`config.mk`:
```
export PLATFORM = sky130hd
export DESIGN_NAME = hazard_scoreboard
export DESIGN_NICKNAME = d
export VERILOG_FILES = /design/src/rtl/hazard_scoreboard.sv
export SDC_FILE = /design/constraint.sdc
export NUM_CORES = 1
export LEC_CHECK = 0
export BUFFER_PORTS_ARGS = -buffer_cell sky130_fd_sc_hd__buf_2
export CAP_MARGIN = 5
export CORE_MARGIN = 4
export CORE_UTILIZATION = 45
export CTS_CLUSTER_DIAMETER = 80
export DETAILED_ROUTE_END_ITERATION = 8
export GPL_ROUTABILITY_DRIVEN = 0
export PLACE_DENSITY = 0.64
export SLEW_MARGIN = 20
export SYNTH_ARGS = -nofsm -noshare
export SYNTH_HDL_FRONTEND = slang
export SYNTH_SLANG_ARGS = --single-unit
```
`constraint.sdc`:
```
create_clock -name clk -period 3.27 [get_ports clk]
set_input_delay 0.1635 -clock clk [delete_from_list [all_inputs] [get_ports clk]]
set_output_delay 0.1635 -clock clk [all_outputs]
set_load 0.01 [all_outputs]
```
`src/rtl/hazard_scoreboard.sv`:
```
// Load-use hazard unit: per-register countdown scoreboard that stalls dependants
// for exactly the remaining latency of an in-flight load, plus a saturating stall counter.
module hazard_scoreboard #(
    parameter int REG_ADDR_W = 5,
    parameter int MAX_LAT    = 3,
    parameter int CNT_W      = 3,
    parameter int PERF_W     = 16
) (
    input  logic                         clk,
    input  logic                         rst,
    input  logic [REG_ADDR_W-1:0]        rs1_if_id,
    input  logic [REG_ADDR_W-1:0]        rs2_if_id,
    input  logic                         rs1_use_if_id,
    input  logic                         rs2_use_if_id,
    input  logic                         valid_if_id,
    input  logic                         flush,
    input  logic [REG_ADDR_W-1:0]        rd_id,
    input  logic                         memread_id,
    input  logic [CNT_W-1:0]             load_lat,
    output logic                         pc_stall,
    output logic                         ifid_hold,
    output logic                         bubble_sel,
    output logic [(2**REG_ADDR_W)-1:0]   busy_vec,
    output logic [PERF_W-1:0]            stall_count
);

    localparam int NREGS = 2 ** REG_ADDR_W;

    logic [CNT_W-1:0]  r_cnt [NREGS];
    logic [PERF_W-1:0] r_stall_count;
    logic [CNT_W-1:0]  w_lat;
    logic              w_src1_busy;
    logic              w_src2_busy;
    logic              w_hazard;
    logic              w_issue;

    // Next counter value: saturating decrement, overridden by a larger new latency.
    function automatic logic [CNT_W-1:0] next_cnt(
        input logic [CNT_W-1:0] cur,
        input logic             set,
        input logic [CNT_W-1:0] lat
    );
        logic [CNT_W-1:0] dec;
        dec = (cur != {CNT_W{1'b0}}) ? (cur - {{(CNT_W-1){1'b0}}, 1'b1}) : {CNT_W{1'b0}};
        if (set && (lat > dec)) begin
            return lat;
        end else begin
            return dec;
        end
    endfunction

    // Clamp illegal latencies into 1..MAX_LAT.
    always_comb begin
        w_lat = load_lat;
        if (load_lat == {CNT_W{1'b0}}) begin
            w_lat = {{(CNT_W-1){1'b0}}, 1'b1};
        end else if (load_lat > CNT_W'(MAX_LAT)) begin
            w_lat = CNT_W'(MAX_LAT);
        end else begin
            w_lat = load_lat;
        end
    end

    // Hazard detection and issue qualification.
    always_comb begin
        w_src1_busy = rs1_use_if_id && (rs1_if_id != {REG_ADDR_W{1'b0}})
                      && (r_cnt[rs1_if_id] != {CNT_W{1'b0}});
        w_src2_busy = rs2_use_if_id && (rs2_if_id != {REG_ADDR_W{1'b0}})
                      && (r_cnt[rs2_if_id] != {CNT_W{1'b0}});
        w_hazard    = valid_if_id && !flush && (w_src1_busy || w_src2_busy);
        w_issue     = valid_if_id && !flush && !w_hazard;
    end

    // Scoreboard counters; x0 is never set so its slot stays zero.
    always_ff @(posedge clk or posedge rst) begin
        if (rst) begin
            for (int r = 0; r < NREGS; r++) begin
                r_cnt[r] <= {CNT_W{1'b0}};
            end
        end else begin
            for (int r = 0; r < NREGS; r++) begin
                r_cnt[r] <= next_cnt(r_cnt[r],
                                     w_issue && memread_id
                                     && (rd_id != {REG_ADDR_W{1'b0}})
                                     && (rd_id == REG_ADDR_W'(r)),
                                     w_lat);
            end
        end
    end

    // Saturating stall-cycle counter.
    always_ff @(posedge clk or posedge rst) begin
        if (rst) begin
            r_stall_count <= {PERF_W{1'b0}};
        end else if (w_hazard && (r_stall_count != {PERF_W{1'b1}})) begin
            r_stall_count <= r_stall_count + {{(PERF_W-1){1'b0}}, 1'b1};
        end else begin
            r_stall_count <= r_stall_count;
        end
    end

    // Busy vector derived directly from the counters.
    always_comb begin
        busy_vec = {NREGS{1'b0}};
        for (int r = 1; r < NREGS; r++) begin
            busy_vec[r] = (r_cnt[r] != {CNT_W{1'b0}});
        end
    end

    assign pc_stall    = w_hazard;
    assign ifid_hold   = w_hazard;
    assign bubble_sel  = w_hazard;
    assign stall_count = r_stall_count;

endmodule

```
# Word level (Yosys, flattened, before mapping)
# Cells that the tools add are included.
# op_classes
magnitude_cmp	35
reduce_logical	116
muxes	72
bitwise_logic	2
n_eq_ne	32
n_addsub	33
# op_table
cell	count
3-bit 2-to-1 mux	70
3-bit nonzero test	34
3-bit > comparator	32
3-bit by 1-bit subtractor with 3-bit output (second input constant)	32
5-bit == test (second input constant)	16
1-bit logical AND	74
5-bit by 4-bit == test with 1-bit output (second input constant)	8
3-bit binary-select mux with 5-bit select	2
5-bit by 3-bit == test with 1-bit output (second input constant)	4
16-bit by 1-bit adder with 16-bit output (second input constant)	1
16-bit inequality test (second input constant)	1
5-bit nonzero test	3
6-bit greater-or-equal comparator (second input constant)	2
5-bit NOT with 6-bit output	2
5-bit by 2-bit == test with 1-bit output (second input constant)	2
5-bit by 1-bit == test with 1-bit output (second input constant)	1
5-bit logical NOT	1
3-bit by 2-bit > comparator with 1-bit output (second input constant)	1
3-bit logical NOT	1
1-bit logical NOT	2
1-bit logical OR	1
# word_totals
out_inout_bits	51
elab_cells	323
inputBits	25
register_bits	112

# Longest topological paths before layout
# depth
ltp_word	15
mapped_depth	12
depth_no_buf	11

# Worst setup path before layout
# OpenSTA, ideal clock, no wires.
# synth_timing
path_kind	flip-flop to output port
startpoint	register r_cnt[39] (netlist name)
endpoint	output port ifid_hold
n_path_buf	4
t_arrival_ps	2550
stages_incl_launch_ff	11
required_time_ps	3107
setup_slack_ps	556
path_cell_list	dfrtp_1 > nor2_1 > a21oi_1 > mux4_2 > o311a_1 > a211oi_4 > buf_6 > buf_2 > buf_4 > nor2_1 > buf_4
# synth_via
elab_chain_len	7
word_cells_on_any_way	12
cone_classes	mux: 6; reduce/logical: 6
# synth_rtl
element	line_no	text
start, declared	29	logic [CNT_W-1:0] r_cnt [NREGS];
start signal, assigned by index	78	r_cnt[r] <= {CNT_W{1'b0}};
start signal, assigned by index	82	r_cnt[r] <= next_cnt(r_cnt[r],
3-bit binary-select mux with 5-bit select (on tied branches)	67, 69	
3-bit 2-to-1 mux (on tied branches) (2 in a row)	67, 69	
3-bit nonzero test (on tied branches)	67, 69	
1-bit logical AND (on tied branches)	67, 69	
1-bit logical OR *	70	w_hazard = valid_if_id && !flush && (w_src1_busy || w_src2_busy);
1-bit logical AND *	70	
end, declared	21	output logic ifid_hold,
# Mark *: on every way between the ends. The rest lies on a longest branch, timed or not. The select of a mux whose other input is x is not followed.

# Worst setup path after layout
# layout_timing
startpoint	register r_cnt[36] (netlist name)
endpoint	output port pc_stall
# layout_via
elab_chain_len	7
word_cells_on_any_way	12
cone_classes	mux: 6; reduce/logical: 6
# layout_rtl
element	line_no	text
3-bit binary-select mux with 5-bit select (on tied branches)	67, 69	
3-bit 2-to-1 mux (on tied branches) (2 in a row)	67, 69	
3-bit nonzero test (on tied branches)	67, 69	
1-bit logical AND (on tied branches)	67, 69	
1-bit logical OR *	70	
1-bit logical AND *	70	
end, declared	20	output logic pc_stall,
# Marks and branches as above.

==> impl_metrics.csv <==
group,metric,value,unit
outcome,status,"complete, no violations",
cells_and_area,areaGrowthSynthToFinish,12.34,%
yosys,synth_compound_area_frac,0.1441,
sta,hold_viol_final,0,
pwr,internal-power,2.453,mW
worst_setup_path,required,3.11,ns
sta,whs,0.2844,ns
yosys,yosys.area_share.simple,0.1562,
yosys,syn_avg_cell_area,9.426,um2
global_route,grt_pass1_wl,37050,um
clock_tree,clockBufferDepth,2,
sta,max-slew-margin-rel,0.4212,
clock_tree,post_cts_resized,0,
worst_setup_path,worstReg2RegStart,"r_cnt[36]",
worst_setup_path,critPathKind,"register to primary output",
worst_setup_path,worstPathMaxFanout,49,
worst_setup_path,cp_slowest_cell,"mux4_2",
clock_tree,clk_pin_slew,0.09,ns
yosys,synth_ff_type,"dfrtp_1",
yosys,synthXorXnorAreaFrac,0.01424,
yosys,syn_area,9228,um2
worst_setup_path,cpPeakStageDelay,0.47,ns
placement,dpl.hpwl,16730,um
die,initial_utilization,0.4560,
route,wl,22560,um
pwr,combPwrFrac,0.270,
route,avgViaCountPerCell,5.346,
worst_setup_path,r2r_cells,8,
pwr,share_seq_of_total_power,0.418,
route,drt_iter0_markers,380,
yosys,ys_types,55,
sta,period_minus_slack,3.007,ns
yosys,synthMuxAreaShare,0.08841,
clock_tree,insertion_delay,0.37,ns
pwr,p_leak,5.641,nW
yosys,yosysWarnings,0,
min_path,hold_class,"input port to register",
pwr,p_switching,1.326,mW
yosys,synth_top_family_by_area,"adder cells",
cells_and_area,antenna_cells,0,
sta,clock_skew,0.009106,ns
die,die_area,22860,um2
clock_tree,cts_tree,"done",
cells_and_area,seqCellArea,2803,um2
die,die_w,151.2,um
sta,clock.fmax,332.6,MHz
route,post_drt_wl_per_cell,16.58,um
pwr,p_per_area,364.6,nW/um2
pwr,p_clk_frac,0.312,
clock_tree,cts_buffers,9,
worst_setup_path,r2r-end,"r_cnt[39]",
global_route,grt_max_degree,64,
cells_and_area,nets,1269,
sta,rsz0062_at_grt,"no",
die,placementRows,52,
clock_tree,cts.sinks,112,
sta,slew_viol_final,0,
sta,fin_setup_tns,0,ns
global_route,grt.total_usage,0.2078,
worst_setup_path,crit_top_cell,"nor2_1",
die,io_pins,76,
worst_setup_path,rrSetupSlack,0.34,ns
worst_setup_path,arrival,2.84,ns
pwr,p_sw_frac,0.3509,
yosys,synth_cells,979,
yosys,synth_seq_area_share,0.3037,
yosys,async_flop_share,1.000,
cells_and_area,multi_input_area,5818,um2
die,coreArea,20230,um2
sta,period_share,0.9195,
global_route,grt_pass1_vias,7228,
worst_setup_path,crit_path_end_kind,"primary output",
yosys,synth_edf_count,0,
route,first_pass_iters,4,
clock_tree,cts_root_buf,"clkbuf_16",
die,die_height,151.2,um
cells_and_area,drive_gt1_frac,0.1632,
route,vias,7276,
min_path,whs_path_depth,5,
placement,place.port_buffers,74,
yosys,synth_fa_ha_area_frac,0.2142,
route,antenna_left,0,
worst_setup_path,startpoint,"r_cnt[36]",
pwr,vdd_drop_max,0.3347,mV
global_route,antenna_found_initial,1,
global_route,grt_overflow_total,0,
min_path,min_to,"stall_count[3]",
worst_setup_path,crit_path_start_kind,"register",
worst_setup_path,crit_chain,"nor2_1, a21oi_1, mux4_2, o311a_1, a211oi_4, buf_12, nor2_1, buf_2",
route,drc,0,
sta,setup_viol,0,
yosys,synth_seq_cells,112,
min_path,min-delay-start,"flush",
cells_and_area,fillers,1905,
clock_tree,htree_levels,3,
sta,worstMarginPinSlew,0.8681,ns
flow_run,cap_violations,0,
-- registers in the layout (all words and copies together) (netlist names) --
name	count
r_cnt	96
stall_count	16
-- power by group through the flow --
stage	Clock [mW]	Sequential [mW]	Combinational, mW
3_3_place_gp	0	1.60	1.01
6_report	1.18	1.58	1.02
4_1_cts	1.21	1.58	1.03
3_5_place_dp	0	1.60	1.03
2_1_floorplan	0	1.60	0.684
5_1_grt	1.26	1.60	1.16
-- cells in the mapped netlist (2+ instances only) --
cell type | count | share of area
a21oi_1 | 55 | 0.030
or2_2 | 25 | 0.017
xor2_1 | 10 | 0.0095
o2111ai_4 | 4 | 0.011
nand2b_1 | 9 | 0.0061
dfrtp_1 | 112 | 0.30
ha_1 | 158 | 0.21
a21o_1 | 20 | 0.016
nand3b_1 | 4 | 0.0033
nand4_1 | 3 | 0.0020
xnor2_1 | 5 | 0.0047
o21ai_0 | 5 | 0.0027
inv_1 | 156 | 0.063
mux2_1 | 4 | 0.0049
a221oi_1 | 5 | 0.0047
nor2b_1 | 17 | 0.012
nor4b_1 | 5 | 0.0047
buf_6 | 3 | 0.0037
a31oi_1 | 23 | 0.016
o2111ai_1 | 4 | 0.0038
nor3_1 | 25 | 0.014
nor4bb_1 | 2 | 0.0022
a211oi_1 | 5 | 0.0041
and3_1 | 12 | 0.0081
and2_1 | 43 | 0.029
o21a_1 | 10 | 0.0081
o2111ai_2 | 5 | 0.0081
clkbuf_1 | 13 | 0.0053
mux4_2 | 5 | 0.012
a311oi_1 | 26 | 0.025
nor4_1 | 19 | 0.013
buf_2 | 3 | 0.0016
mux2i_1 | 32 | 0.035
nand2_1 | 12 | 0.0049
buf_4 | 5 | 0.0041
nand3_1 | 15 | 0.0081
o211ai_1 | 4 | 0.0033
nor3b_1 | 3 | 0.0024
nor2_1 | 67 | 0.027
mux2_2 | 30 | 0.037
o31ai_1 | 2 | 0.0016
-- layout by cell type (no fill, tap or decap), types with 12 or more instances in the layout --
master | netlist | routed
inv_1 | 156 | 155
and3_1 | 12 | 12
conb_1 | 1 | 32
nand3_1 | 15 | 15
buf_4 | 5 | 13
nor3_1 | 25 | 25
a21oi_1 | 55 | 55
and2_1 | 43 | 43
a31oi_1 | 23 | 23
nand2_1 | 12 | 12
a21o_1 | 20 | 20
a311oi_1 | 26 | 26
nor2b_1 | 17 | 17
buf_2 | 3 | 74
mux2i_1 | 32 | 32
mux2_2 | 30 | 30
ha_1 | 158 | 158
dfrtp_1 | 112 | 112
nor2_1 | 67 | 66
nor4_1 | 19 | 19
or2_2 | 25 | 25
-- stage by stage --
step	utilization	power, mW	worst slack [ns]	area (um2)	std cells
floorplan	-	2.279	0.1475	9344	1010
global placement	0.4969	2.612	0.2981	10050	1344
detailed placement	0.4969	2.631	0.2571	10050	1344
CTS	0.5123	3.821	0.2541	10370	1361
global route	0.5123	4.018	0.1122	10370	1361
finish	0.5123	3.780	0.2632	10370	1361
-- worst max path at each step --
stage / end / slack (ns)
final: pc_stall / 0.26
after global routing: pc_stall / 0.11
after CTS: pc_stall / 0.25
after detailed placement: r_cnt[18] / 0.26
after global placement: r_cnt[39] / 0.30
after floorplan: r_cnt[0] / 0.15
-- metal layers --
layer,up-vias,routed length (um),global-route usage
met5,-,0,0
met4,0,320,0.04261
met3,24,967,0.03411
met2,161,10450,0.3372
met1,3501,10820,0.2935
li1,3590,-,-
-- worst max-delay path, delay by kind of cell, from the launching register on --
family	cells	cell delay (ns)
AO/OA/AOI/OAI	3	0.77
multiplexers	1	0.47
buffers and inverters	2	0.43
flip-flops	1	0.41
AND/OR/NAND/NOR	2	0.37
-- layout make-up --
class,count,share of cell area
inverters,156,0.05673
clock buffers,9,0.02173
well taps,270,0.03259
repair buffers,90,0.04997
clock inverters,7,0.007363
multi-input cells,717,0.5613
flip-flops and latches,112,0.2704
-- timing repair --
item | in CTS | in global routing
hold endpoints to repair | 7 | 0
buffers inserted | 0 | 0
setup endpoints to repair | 0 | 0
hold buffers | 1 | 0
-- cells by family (layout without fill, tap and decap cells) --
family	after synthesis	after routing
AO/OA/AOI/OAI	177	177
flip-flops	112	112
buffers and inverters	181	262
adder cells (fa/ha/maj)	158	158
multiplexers	71	71
AND/OR/NAND/NOR	264	264
other	1	32
XOR/XNOR	15	15
(Power assumes the default switching activity.)
